===== config.mk =====
export PLATFORM = sky130hd
export DESIGN_NAME = memory_read_arbiter
export DESIGN_NICKNAME = d
export VERILOG_FILES = /design/src/rtl/memory_read_arbiter.sv
export SDC_FILE = /design/constraint.sdc
export NUM_CORES = 1
export LEC_CHECK = 0
export ABC_AREA = 1
export ABC_CLOCK_PERIOD_IN_PS = 3300
export CORE_UTILIZATION = 33
export DETAILED_ROUTE_END_ITERATION = 10
export PLACE_DENSITY = 0.94
export SYNTH_ARGS = -nofsm -noshare
export SYNTH_HDL_FRONTEND = slang
export SYNTH_SLANG_ARGS = --single-unit
export TNS_END_PERCENT = 100

===== constraint.sdc =====
create_clock -name clk_i -period 3.3 [get_ports clk_i]
set_input_delay 0.66 -clock clk_i [delete_from_list [all_inputs] [get_ports clk_i]]
set_output_delay 0.66 -clock clk_i [all_outputs]
set_load 0.02 [all_outputs]

===== src/rtl/memory_read_arbiter.sv =====
// Round-robin read-address arbiter for N requesters sharing one memory ar/r port pair.
// A tag FIFO of granted requester indices steers in-order read data back to its issuer.
module memory_read_arbiter #(
   parameter int unsigned N           = 2,
   parameter int unsigned WIDTH       = 16,
   parameter int unsigned DEPTH       = 256,
   parameter int unsigned OUTSTANDING = 2,
   localparam int unsigned AW         = $clog2(DEPTH),
   localparam int unsigned TW         = (N > 1) ? $clog2(N) : 1,
   localparam int unsigned PW         = (OUTSTANDING > 1) ? $clog2(OUTSTANDING) : 1,
   localparam int unsigned CW         = $clog2(OUTSTANDING + 1)
) (
   input  logic              clk_i,
   input  logic              rst_ni,
   input  logic [N-1:0]      s_ar_stb_i,
   input  logic [N*AW-1:0]   s_ar_dat_i,
   output logic [N-1:0]      s_ar_rdy_o,
   output logic [N-1:0]      s_r_stb_o,
   output logic [WIDTH-1:0]  s_r_dat_o,
   input  logic [N-1:0]      s_r_rdy_i,
   output logic              m_ar_stb_o,
   output logic [AW-1:0]     m_ar_dat_o,
   input  logic              m_ar_rdy_i,
   input  logic              m_r_stb_i,
   input  logic [WIDTH-1:0]  m_r_dat_i,
   output logic              m_r_rdy_o,
   output logic              err_o
);

   logic [TW-1:0] ptr_q, ptr_d;
   logic [TW-1:0] gnt_q, gnt_d;
   logic          lock_q, lock_d;
   logic          err_q, err_d;

   logic [TW-1:0] tag_q [OUTSTANDING];
   logic [PW-1:0] wptr_q, wptr_d;
   logic [PW-1:0] rptr_q, rptr_d;
   logic [CW-1:0] count_q, count_d;

   logic [TW-1:0] pick;
   logic [TW-1:0] sel;
   logic [TW-1:0] head;
   logic          found;
   logic          fifo_full;
   logic          fifo_empty;
   logic          ar_hs;
   logic          push;
   logic          pop;
   logic          head_rdy;
   int            cand;

   assign fifo_full  = (count_q == CW'(OUTSTANDING));
   assign fifo_empty = (count_q == '0);
   assign head       = tag_q[rptr_q];

   // First strobing requester at or after ptr, wrapping modulo N.
   always_comb begin
      pick  = ptr_q;
      found = 1'b0;
      cand  = 0;
      for (int k = 0; k < int'(N); k++) begin
         cand = int'(ptr_q) + k;
         if (cand >= int'(N)) begin
            cand = cand - int'(N);
         end
         if (!found && s_ar_stb_i[TW'(cand)]) begin
            pick  = TW'(cand);
            found = 1'b1;
         end
      end
   end

   assign sel = lock_q ? gnt_q : pick;

   // Outputs are gated by reset so they drop the instant reset asserts.
   assign m_ar_stb_o = rst_ni & (|s_ar_stb_i) & ~fifo_full;
   assign ar_hs      = m_ar_stb_o & m_ar_rdy_i;
   assign push       = ar_hs;

   always_comb begin
      m_ar_dat_o = '0;
      for (int i = 0; i < int'(N); i++) begin
         if (sel == TW'(i)) begin
            m_ar_dat_o = s_ar_dat_i[i*AW +: AW];
         end
      end
   end

   always_comb begin
      s_ar_rdy_o = '0;
      for (int i = 0; i < int'(N); i++) begin
         s_ar_rdy_o[i] = m_ar_stb_o & m_ar_rdy_i & (sel == TW'(i));
      end
   end

   always_comb begin
      head_rdy  = 1'b0;
      s_r_stb_o = '0;
      for (int i = 0; i < int'(N); i++) begin
         if (head == TW'(i)) begin
            head_rdy     = s_r_rdy_i[i];
            s_r_stb_o[i] = m_r_stb_i & ~fifo_empty;
         end
      end
   end

   assign s_r_dat_o = m_r_dat_i;
   // An empty FIFO drains anything the memory sends so it cannot wedge.
   assign m_r_rdy_o = fifo_empty | head_rdy;
   assign pop       = m_r_stb_i & m_r_rdy_o & ~fifo_empty;
   assign err_o     = err_q;

   always_comb begin
      lock_d = lock_q;
      gnt_d  = gnt_q;
      ptr_d  = ptr_q;
      if (ar_hs) begin
         lock_d = 1'b0;
         ptr_d  = (int'(sel) == int'(N) - 1) ? '0 : sel + TW'(1);
      end else if (m_ar_stb_o) begin
         lock_d = 1'b1;
         gnt_d  = sel;
      end
   end

   always_comb begin
      wptr_d  = push ? wptr_q + PW'(1) : wptr_q;
      rptr_d  = pop ? rptr_q + PW'(1) : rptr_q;
      count_d = count_q;
      if (push && !pop) begin
         count_d = count_q + CW'(1);
      end else if (pop && !push) begin
         count_d = count_q - CW'(1);
      end
   end

   always_comb begin
      err_d = err_q;
      if (m_r_stb_i && fifo_empty) begin
         err_d = 1'b1;
      end
   end

   always_ff @(posedge clk_i or negedge rst_ni) begin
      if (!rst_ni) begin
         ptr_q  <= '0;
         gnt_q  <= '0;
         lock_q <= 1'b0;
         err_q  <= 1'b0;
      end else begin
         ptr_q  <= ptr_d;
         gnt_q  <= gnt_d;
         lock_q <= lock_d;
         err_q  <= err_d;
      end
   end

   always_ff @(posedge clk_i or negedge rst_ni) begin
      if (!rst_ni) begin
         wptr_q  <= '0;
         rptr_q  <= '0;
         count_q <= '0;
         for (int i = 0; i < int'(OUTSTANDING); i++) begin
            tag_q[i] <= '0;
         end
      end else begin
         wptr_q  <= wptr_d;
         rptr_q  <= rptr_d;
         count_q <= count_d;
         if (push) begin
            tag_q[wptr_q] <= sel;
         end
      end
   end

endmodule


# After elaboration in Yosys (flattened, before gate mapping)
# Cells that the tools add are included.
[classes]
addsub = 8
n_lt_le_gt_ge = 7
n_eq_ne = 1
mux = 25
n_bitwise = 15
reduce_logical = 13
[op_table]
columns = ["operator", "n"]
rows = [
  ["$mux W1", 20],
  ["$and A1 B1 Y1", 8],
  ["$mux W8", 1],
  ["$ge A2 B2 Y1 const B", 3],
  ["$lt A1 B3 Y1 const B", 2],
  ["$logic_and A1 B1 Y1", 5],
  ["$mux W2", 2],
  ["$not A1 Y1", 4],
  ["$not A1 Y2", 2],
  ["$reduce_bool A2 Y1", 2],
  ["$add A1 B1 Y1 const B", 3],
  ["$logic_not A1 Y1", 3],
  ["$add A1 B1 Y2 const B", 1],
  ["$add A2 B1 Y2 const B", 1],
  ["$bwmux W2", 1],
  ["$eq A2 B2 Y1 const B", 1],
  ["$ge A1 B2 Y1 const B", 1],
  ["$logic_not A2 Y1", 1],
  ["$lt A2 B1 Y1 const B", 1],
  ["$reduce_and A2 Y1", 1],
  ["$reduce_or A2 Y1", 1],
  ["$sub A1 B1 Y1 const B", 2],
  ["$sub A2 B1 Y2 const B", 1],
  ["$demux W1 S1", 1],
  ["$or A1 B1 Y1", 1],
]
[word_totals]
regBits = 10
inputBits = 40
out_inout_bits = 31
elab_cells = 78

# Longest topological paths before layout
# Gate-level depths: netlist (run 1).
[logic_depth]
depth_word = 12
mapped_depth = 10

# Least setup slack after synthesis (run 1)
# No wires, ideal clock.
[synth_path]
path_type = "input port to output port"
start = "input rst_ni"
end = "output s_ar_rdy_o[1]"
t_arrival_ps = 1275
path_slack_ps = 1365
cell_stages = 4
path_cell_list = "nand2_2 nor2_4 nand2_2 nor2_1"
[synth_via]
elab_chain_len = 4
[synth_lines]
columns = ["item", "line_no", "text"]
rows = [
  ["from (decl)", "14", "input logic rst_ni,"],
  ["$and A1 B1 Y1 (2 in a row)", "76", "assign m_ar_stb_o = rst_ni & (|s_ar_stb_i) & ~fifo_full;"],
  ["via m_ar_stb_o", "21", "output logic m_ar_stb_o,"],
  ["$and A1 B1 Y1 (2 in a row)", "92", "s_ar_rdy_o[i] = m_ar_stb_o & m_ar_rdy_i & (sel == TW'(i));"],
  ["to (decl)", "17", "output logic [N-1:0] s_ar_rdy_o,"],
]
# The timed path passes the listed nets, and every way through them passes these cells.

# Worst setup path after layout (run 1)
[layout_path]
start = "input rst_ni"
end = "output s_ar_rdy_o[0]"
[layout_via]
elab_chain_len = 4
[layout_lines]
columns = ["item", "line_no", "text"]
rows = [
  ["$and A1 B1 Y1 (2 in a row)", "76", ""],
  ["$and A1 B1 Y1", "n/a", ""],
  ["via ar_hs", "46", "logic ar_hs;"],
  ["$and A1 B1 Y1", "92", ""],
]
# The timed path passes the listed nets, and every way through them passes these cells.

==> results of run 1 <==
-- cell families (layout without fill, tap and decap cells) --
group	Yosys count	after routing
buf+inv	30	57
compound gates	4	4
simple gates	69	69
xor+xnor	2	2
fa+ha+maj	1	1
flops	10	10
-- final timing paths --
check,slack [ns],cells after the start,startpoint,to
max,0.24,8,rst_ni,s_ar_rdy_o[0]
min,0.48,1,err_o$_DFFE_PN0P_,err_o$_DFFE_PN0P_
max reg2reg,1.75,8,rptr_q$_DFFE_PN0P_,count_q[1]$_DFFE_PN0P_
min reg2reg,0.48,1,err_o$_DFFE_PN0P_,err_o$_DFFE_PN0P_
max in group asynchronous,2.38,2,rst_ni,count_q[1]$_DFFE_PN0P_
min in group asynchronous,0.59,1,rst_ni,wptr_q$_DFFE_PN0P_
-- placed cells by master (no fill, tap or decap) --
cell type and n:
nand2_1 46, clkdlybuf4s50_1 38, inv_1 10, dfrtp_1 10, nor2_1 5, nand4_1 5
nand2_2 4, nor2_2 3, inv_2 3, clkbuf_4 3, nor2_4 2, nand3_1 2
a21oi_1 2, xnor2_1 2, buf_4 2, nand2_4 1, nand3_2 1, o21ai_1 1
o21bai_1 1, ha_1 1, clkbuf_8 1
-- power by group through the flow --
stage,logic (W),clock network [W],registers [W]
CTS,0.000567,0.000110,0.000215
detailed placement,0.000563,0,0.000217
floorplan,0.000375,0,0.000209
finish,0.000561,0.000108,0.000217
global route,0.000618,0.000119,0.000222
global placement,0.000545,0,0.000213
-- routing by layer --
layer / vias up / GRT usage
li1: 391 / -
met1: 347 / 0.167
met2: 15 / 0.246
met3: 4 / 0.0417
met4: 0 / 0.0787
met5: - / 0
-- area by class of cell --
cell class                      count  area [um2]  area share
Multi-Input combinational cell     76         373       0.327
Tap cell                           28        35.0      0.0308
Timing Repair Buffer               40         395       0.347
Sequential cell                    10         250       0.220
Clock buffer                        4        36.3      0.0319
Inverter                           13        48.8      0.0429
-- sequential cells by signal, indices dropped and copies added (netlist names) --
register,cells
gnt_q,1
rptr_q,1
tag_q,2
ptr_q,1
wptr_q,1
err_o,1
lock_q,1
count_q,2
-- through the flow --
stage               hold WS, ns  area, um2  std cells  total power (W)  utilization
floorplan                 0.364        797        116         0.000583            -
global placement          0.463       1100        167         0.000759        0.489
detailed placement        0.465       1100        167         0.000780        0.489
CTS                       0.485       1140        171         0.000892        0.505
global route              0.499       1140        171         0.000959        0.505
finish                    0.480       1140        171         0.000886        0.505
==> flow_metrics.tcl, run 1 <==
set metrics [dict create \
    critPathBufInv 4 \
    tightest_slew_ns 0.425 \
    met2_length_um 925 \
    drive_gt1_frac 0.140 \
    die-area_um2 2620 \
    crit_path_top_delay_cell "clkdlybuf4s50_1" \
    ys_seq_area_frac 0.314 \
    synth.net_count 157 \
    die_h_um 51.1 \
    timing.setup.tns_ns 0 \
    ys_seq_elements 10 \
    start_util 0.353 \
    cts_root_buffer "clkbuf_4" \
    routedWlPerCell_um 10.4 \
    vias 757 \
    pwr-share-comb 0.633 \
    synth_area_um2 797 \
    ctsResizeCount 0 \
    drv_cap 0 \
    ys_async_sr_fraction 1.00 \
    synthAdderAreaFrac 0.0157 \
    yosysMostFrequentCell "nand2_1" \
    path_clk_slew_ns 0.07 \
    dr_wl_met3_um 90 \
    pre_cts_ws_ns 0.225 \
    synth_xor_area_frac 0.0220 \
    synth_compound_area_frac 0.0283 \
    crit_type "input pin to output port" \
    start_kind "input pin" \
    synthMuxAreaShare 0 \
    timing.final.max_slew_violations 0 \
    row_count 17 \
    clock_power_share 0.122 \
    cp_top_family "buffers and inverters" \
    cp_slowest_stage_delay_ns 0.60 \
    seq_power_share 0.245 \
    antenna_found_initial 0 \
    ir_worst_vdd_v 0.000302 \
    cts_sinks 10 \
    p_int_w 0.000481 \
    htree_levels 1 \
    place.gp.congestion 0.789 \
    via_per_inst 4.43 \
    hold_viol 0 \
    wirelength_um 1780 \
    min_period_ns 3.06 \
    grt_pass1_vias 730 \
    crit_path_end_kind "output port" \
    cp_max_fo 5 \
    critical_path_arrival_ns 2.40 \
    area_delta_synth_final_pct 42.9 \
    fmax_mhz 327 \
    diodes 0 \
    yosysTopAreaCell "dfrtp_1" \
    coreArea_um2 2250 \
    die_w_um 51.1 \
    top_layer "met4" \
    yosys-top-cells-area "dfrtp_1 (31%), nand2_1 (22%), buf_4 (15%)" \
    synthCells 116 \
    yosysUniqueCellTypes 19 \
    clk-insertion-delay-late_ns 0.26 \
    ios 71 \
    first_pass_iters 4 \
    crit_chain "clkdlybuf4s50_1, inv_1, nor2_2, nand2_2, nor2_2, nand2_2, inv_1, clkdlybuf4s50_1" \
    synth-edff-count 0 \
    skew_ns 0.00134 \
    cp.required_ns 2.64 \
    cts_setup_buffers 0 \
    remaining_drc_errors 0 \
    yosys.area_share.simple 0.402 \
    place_hpwl_um 1530 \
    p_sw_w 0.000404 \
    avgSynthCellArea_um2 6.87 \
    first_iter_violations 14 \
    track_usage 0.147 \
    grt_max_degree 13 \
    rsz0062_at_grt "false" \
    wl_met1_um 752 \
    swShare 0.457 \
    grt_overflow 0 \
    clk_path_buf_depth 2 \
    layout.nets 185 \
    postLayoutSetupSlackWorst_ns 0.238 \
    hold_class "register to register" \
    leakage_nw 0.568 \
    synth_top_family_by_area "simple AND/OR/NAND/NOR gates" \
    synthTopCellsByCount "nand2_1 (46), buf_4 (16), dfrtp_1 (10), inv_1 (10)" \
    synth_top_area_share 0.314 \
    finalCritPeriodShare 0.928 \
    status "finished clean" \
    yosysWarnings 0 \
    finalSetupViolCount 0 \
    slew_headroom 0.716 \
    fill_cells 209 \
    grt_pass1_wl_um 2930 \
    synth_flop_cell "dfrtp_1" \
    cts_made_buffers 3 \
    cts_tree "built" \
    antenna_left 0 \
    hold_buffers 0 \
    port_buffers 38 \
    cellPowerDensity_nw_per_um2 778 \
]
Power figures use the tool's default switching activity.
==> inputs of run 2 (changes only) <==
--- a/config.mk
+++ b/config.mk
@@ -6,10 +6,11 @@
 export NUM_CORES = 1
 export LEC_CHECK = 0
 export ABC_AREA = 1
-export ABC_CLOCK_PERIOD_IN_PS = 3300
+export ABC_CLOCK_PERIOD_IN_PS = 3900
 export CORE_UTILIZATION = 33
 export DETAILED_ROUTE_END_ITERATION = 10
 export PLACE_DENSITY = 0.94
+export SKIP_LAST_GASP = 1
 export SYNTH_ARGS = -nofsm -noshare
 export SYNTH_HDL_FRONTEND = slang
 export SYNTH_SLANG_ARGS = --single-unit
==> constraint.sdc (replaced) <==
create_clock -name clk_i -period 3.9 [get_ports clk_i]
set_input_delay 0.78 -clock clk_i [delete_from_list [all_inputs] [get_ports clk_i]]
set_output_delay 0.78 -clock clk_i [all_outputs]
set_load 0.02 [all_outputs]
==> flow_metrics.tcl, run 2 (synthesis results as in run 1) <==
set metrics [dict create \
    min_period_ns 3.29 \
    ir_worst_vdd_v 0.000344 \
    top_regs "count_q: 2 flops, tag_q: 2 flops" \
    crit-reg2reg-launch "rptr_q$_DFFE_PN0P_" \
    first_iter_violations 17 \
    hold_buffers 0 \
    final_common_cell "nand2_1" \
    critical_path_arrival_ns 2.51 \
    via_per_inst 4.71 \
    drive_gt1_frac 0.134 \
    finalSetupViolCount 0 \
    rr_worst_depth 9 \
    grt_max_degree 13 \
    coreArea_um2 2250 \
    tightest_slew_ns 0.395 \
    worst_r2r_endpoint "count_q[1]$_DFFE_PN0P_" \
    die-area_um2 2620 \
    die_w_um 51.1 \
    finalCritPeriodShare 0.843 \
    timing.final.max_slew_violations 0 \
    leakage_nw 0.563 \
    place_hpwl_um 1570 \
    antenna_left 0 \
    place.gp.congestion 0.811 \
    remaining_drc_errors 0 \
    postLayoutSetupSlackWorst_ns 0.613 \
    r2r_setup_slack_ns 2.29 \
    cellPowerDensity_nw_per_um2 672 \
    cts_tree "built" \
    start_kind "input pin" \
    cts_sinks 10 \
    crit_path_end_kind "output port" \
    cp.required_ns 3.12 \
    start_util 0.353 \
    path_clk_slew_ns 0.07 \
    ios 71 \
    clk-insertion-delay-late_ns 0.28 \
    whs_endpoint "err_o$_DFFE_PN0P_" \
    grt_pass1_vias 771 \
    wirelength_um 1970 \
    worstHoldPathCells 1 \
    fmax_mhz 304 \
    timing.setup.tns_ns 0 \
    grt_overflow 0 \
    drv_cap 0 \
    port_buffers 38 \
    rsz0062_at_grt "false" \
    layout.nets 184 \
    hold_class "register to register" \
    diodes 0 \
    cts_made_buffers 3 \
    vias 801 \
    die_h_um 51.1 \
    area_delta_synth_final_pct 41.9 \
    status "finished clean" \
    antenna_found_initial 0 \
    first_pass_iters 4 \
    htree_levels 1 \
    grt_pass1_wl_um 3130 \
    cts_root_buffer "clkbuf_4" \
    clk_path_buf_depth 2 \
    worstHoldStart "err_o$_DFFE_PN0P_" \
    fill_cells 223 \
    row_count 17 \
    cp_max_fo 11 \
    slew_headroom 0.736 \
    pre_cts_ws_ns 0.616 \
    final_cell_mix "nand2_1 (46), clkdlybuf4s50_1 (38), inv_1 (10), dfrtp_1 (10)" \
    track_usage 0.163 \
    routedWlPerCell_um 11.6 \
    hold_viol 0 \
    ctsResizeCount 0 \
    crit_type "input pin to output port" \
    cts_setup_buffers 0 \
    skew_ns 0.0105 \
]
==> run 2: cell count changes in the layout (fill, tap and decap cells not counted), sizes merged <==
cell / previous run / this run
buf: 2 / 1
==> run 2: per-stage QoR <==
step                      area (um2)   util  hold WS, ns  std cells  power (W)
after global placement          1090  0.486        0.464        166   0.000640
after floorplan                  797      -        0.446        116   0.000494
after CTS                       1130  0.502        0.483        170   0.000764
after detailed placement        1090  0.486        0.466        166   0.000661
after global routing            1130  0.502        0.493        170   0.000816
final                           1130  0.502        0.479        170   0.000760
==> run 2: power breakdown <==
part	switching [W]	internal (W)	leakage (nW)	total, W
Sequential	0.0000353	0.000148	0.118	0.000183
Combinational	0.000278	0.000202	0.424	0.000480
Clock	0.0000399	0.0000568	0.0210	0.0000968
Total	0.000353	0.000407	0.563	0.000760
==> run 2: critical path: stages <==
cell	delay, ns
clkdlybuf4s50_1	0.50
buf_4	0.21
nand2_2	0.09
nor2_4	0.14
nand2_2	0.09
nor2_1	0.09
clkdlybuf4s50_1	0.61
==> run 2: final cells by class <==
class / instances / area [um2] / share of cell area
multi-input cells: 76 / 373 / 0.330
flip-flops and latches: 10 / 250 / 0.221
inverters: 13 / 48.8 / 0.0431
clock buffers: 4 / 36.3 / 0.0321
repair buffers: 39 / 388 / 0.343
well taps: 28 / 35.0 / 0.0310
==> run 2: how the worst max path moves through the flow <==
stage / startpoint / end / slack (ns) / cells after the start
after detailed placement: rst_ni / s_ar_rdy_o[1] / 0.62 / 7
after global placement: rst_ni / s_ar_rdy_o[1] / 0.63 / 7
after floorplan: rst_ni / s_ar_rdy_o[1] / 1.72 / 4
after CTS: rst_ni / s_ar_rdy_o[1] / 0.62 / 7
after global routing: rst_ni / s_ar_rdy_o[1] / 0.52 / 7
final: rst_ni / s_ar_rdy_o[1] / 0.61 / 7
==> run 2: per-layer routing <==
metal  track usage  up-vias  wire length, um  share of wire
met3        0.0565        5              118          0.060
met2         0.296       32             1090           0.55
met5             0        -                0              0
met1         0.161      371              716           0.36
met4        0.0833        0               47          0.024
li1              -      393                -              -
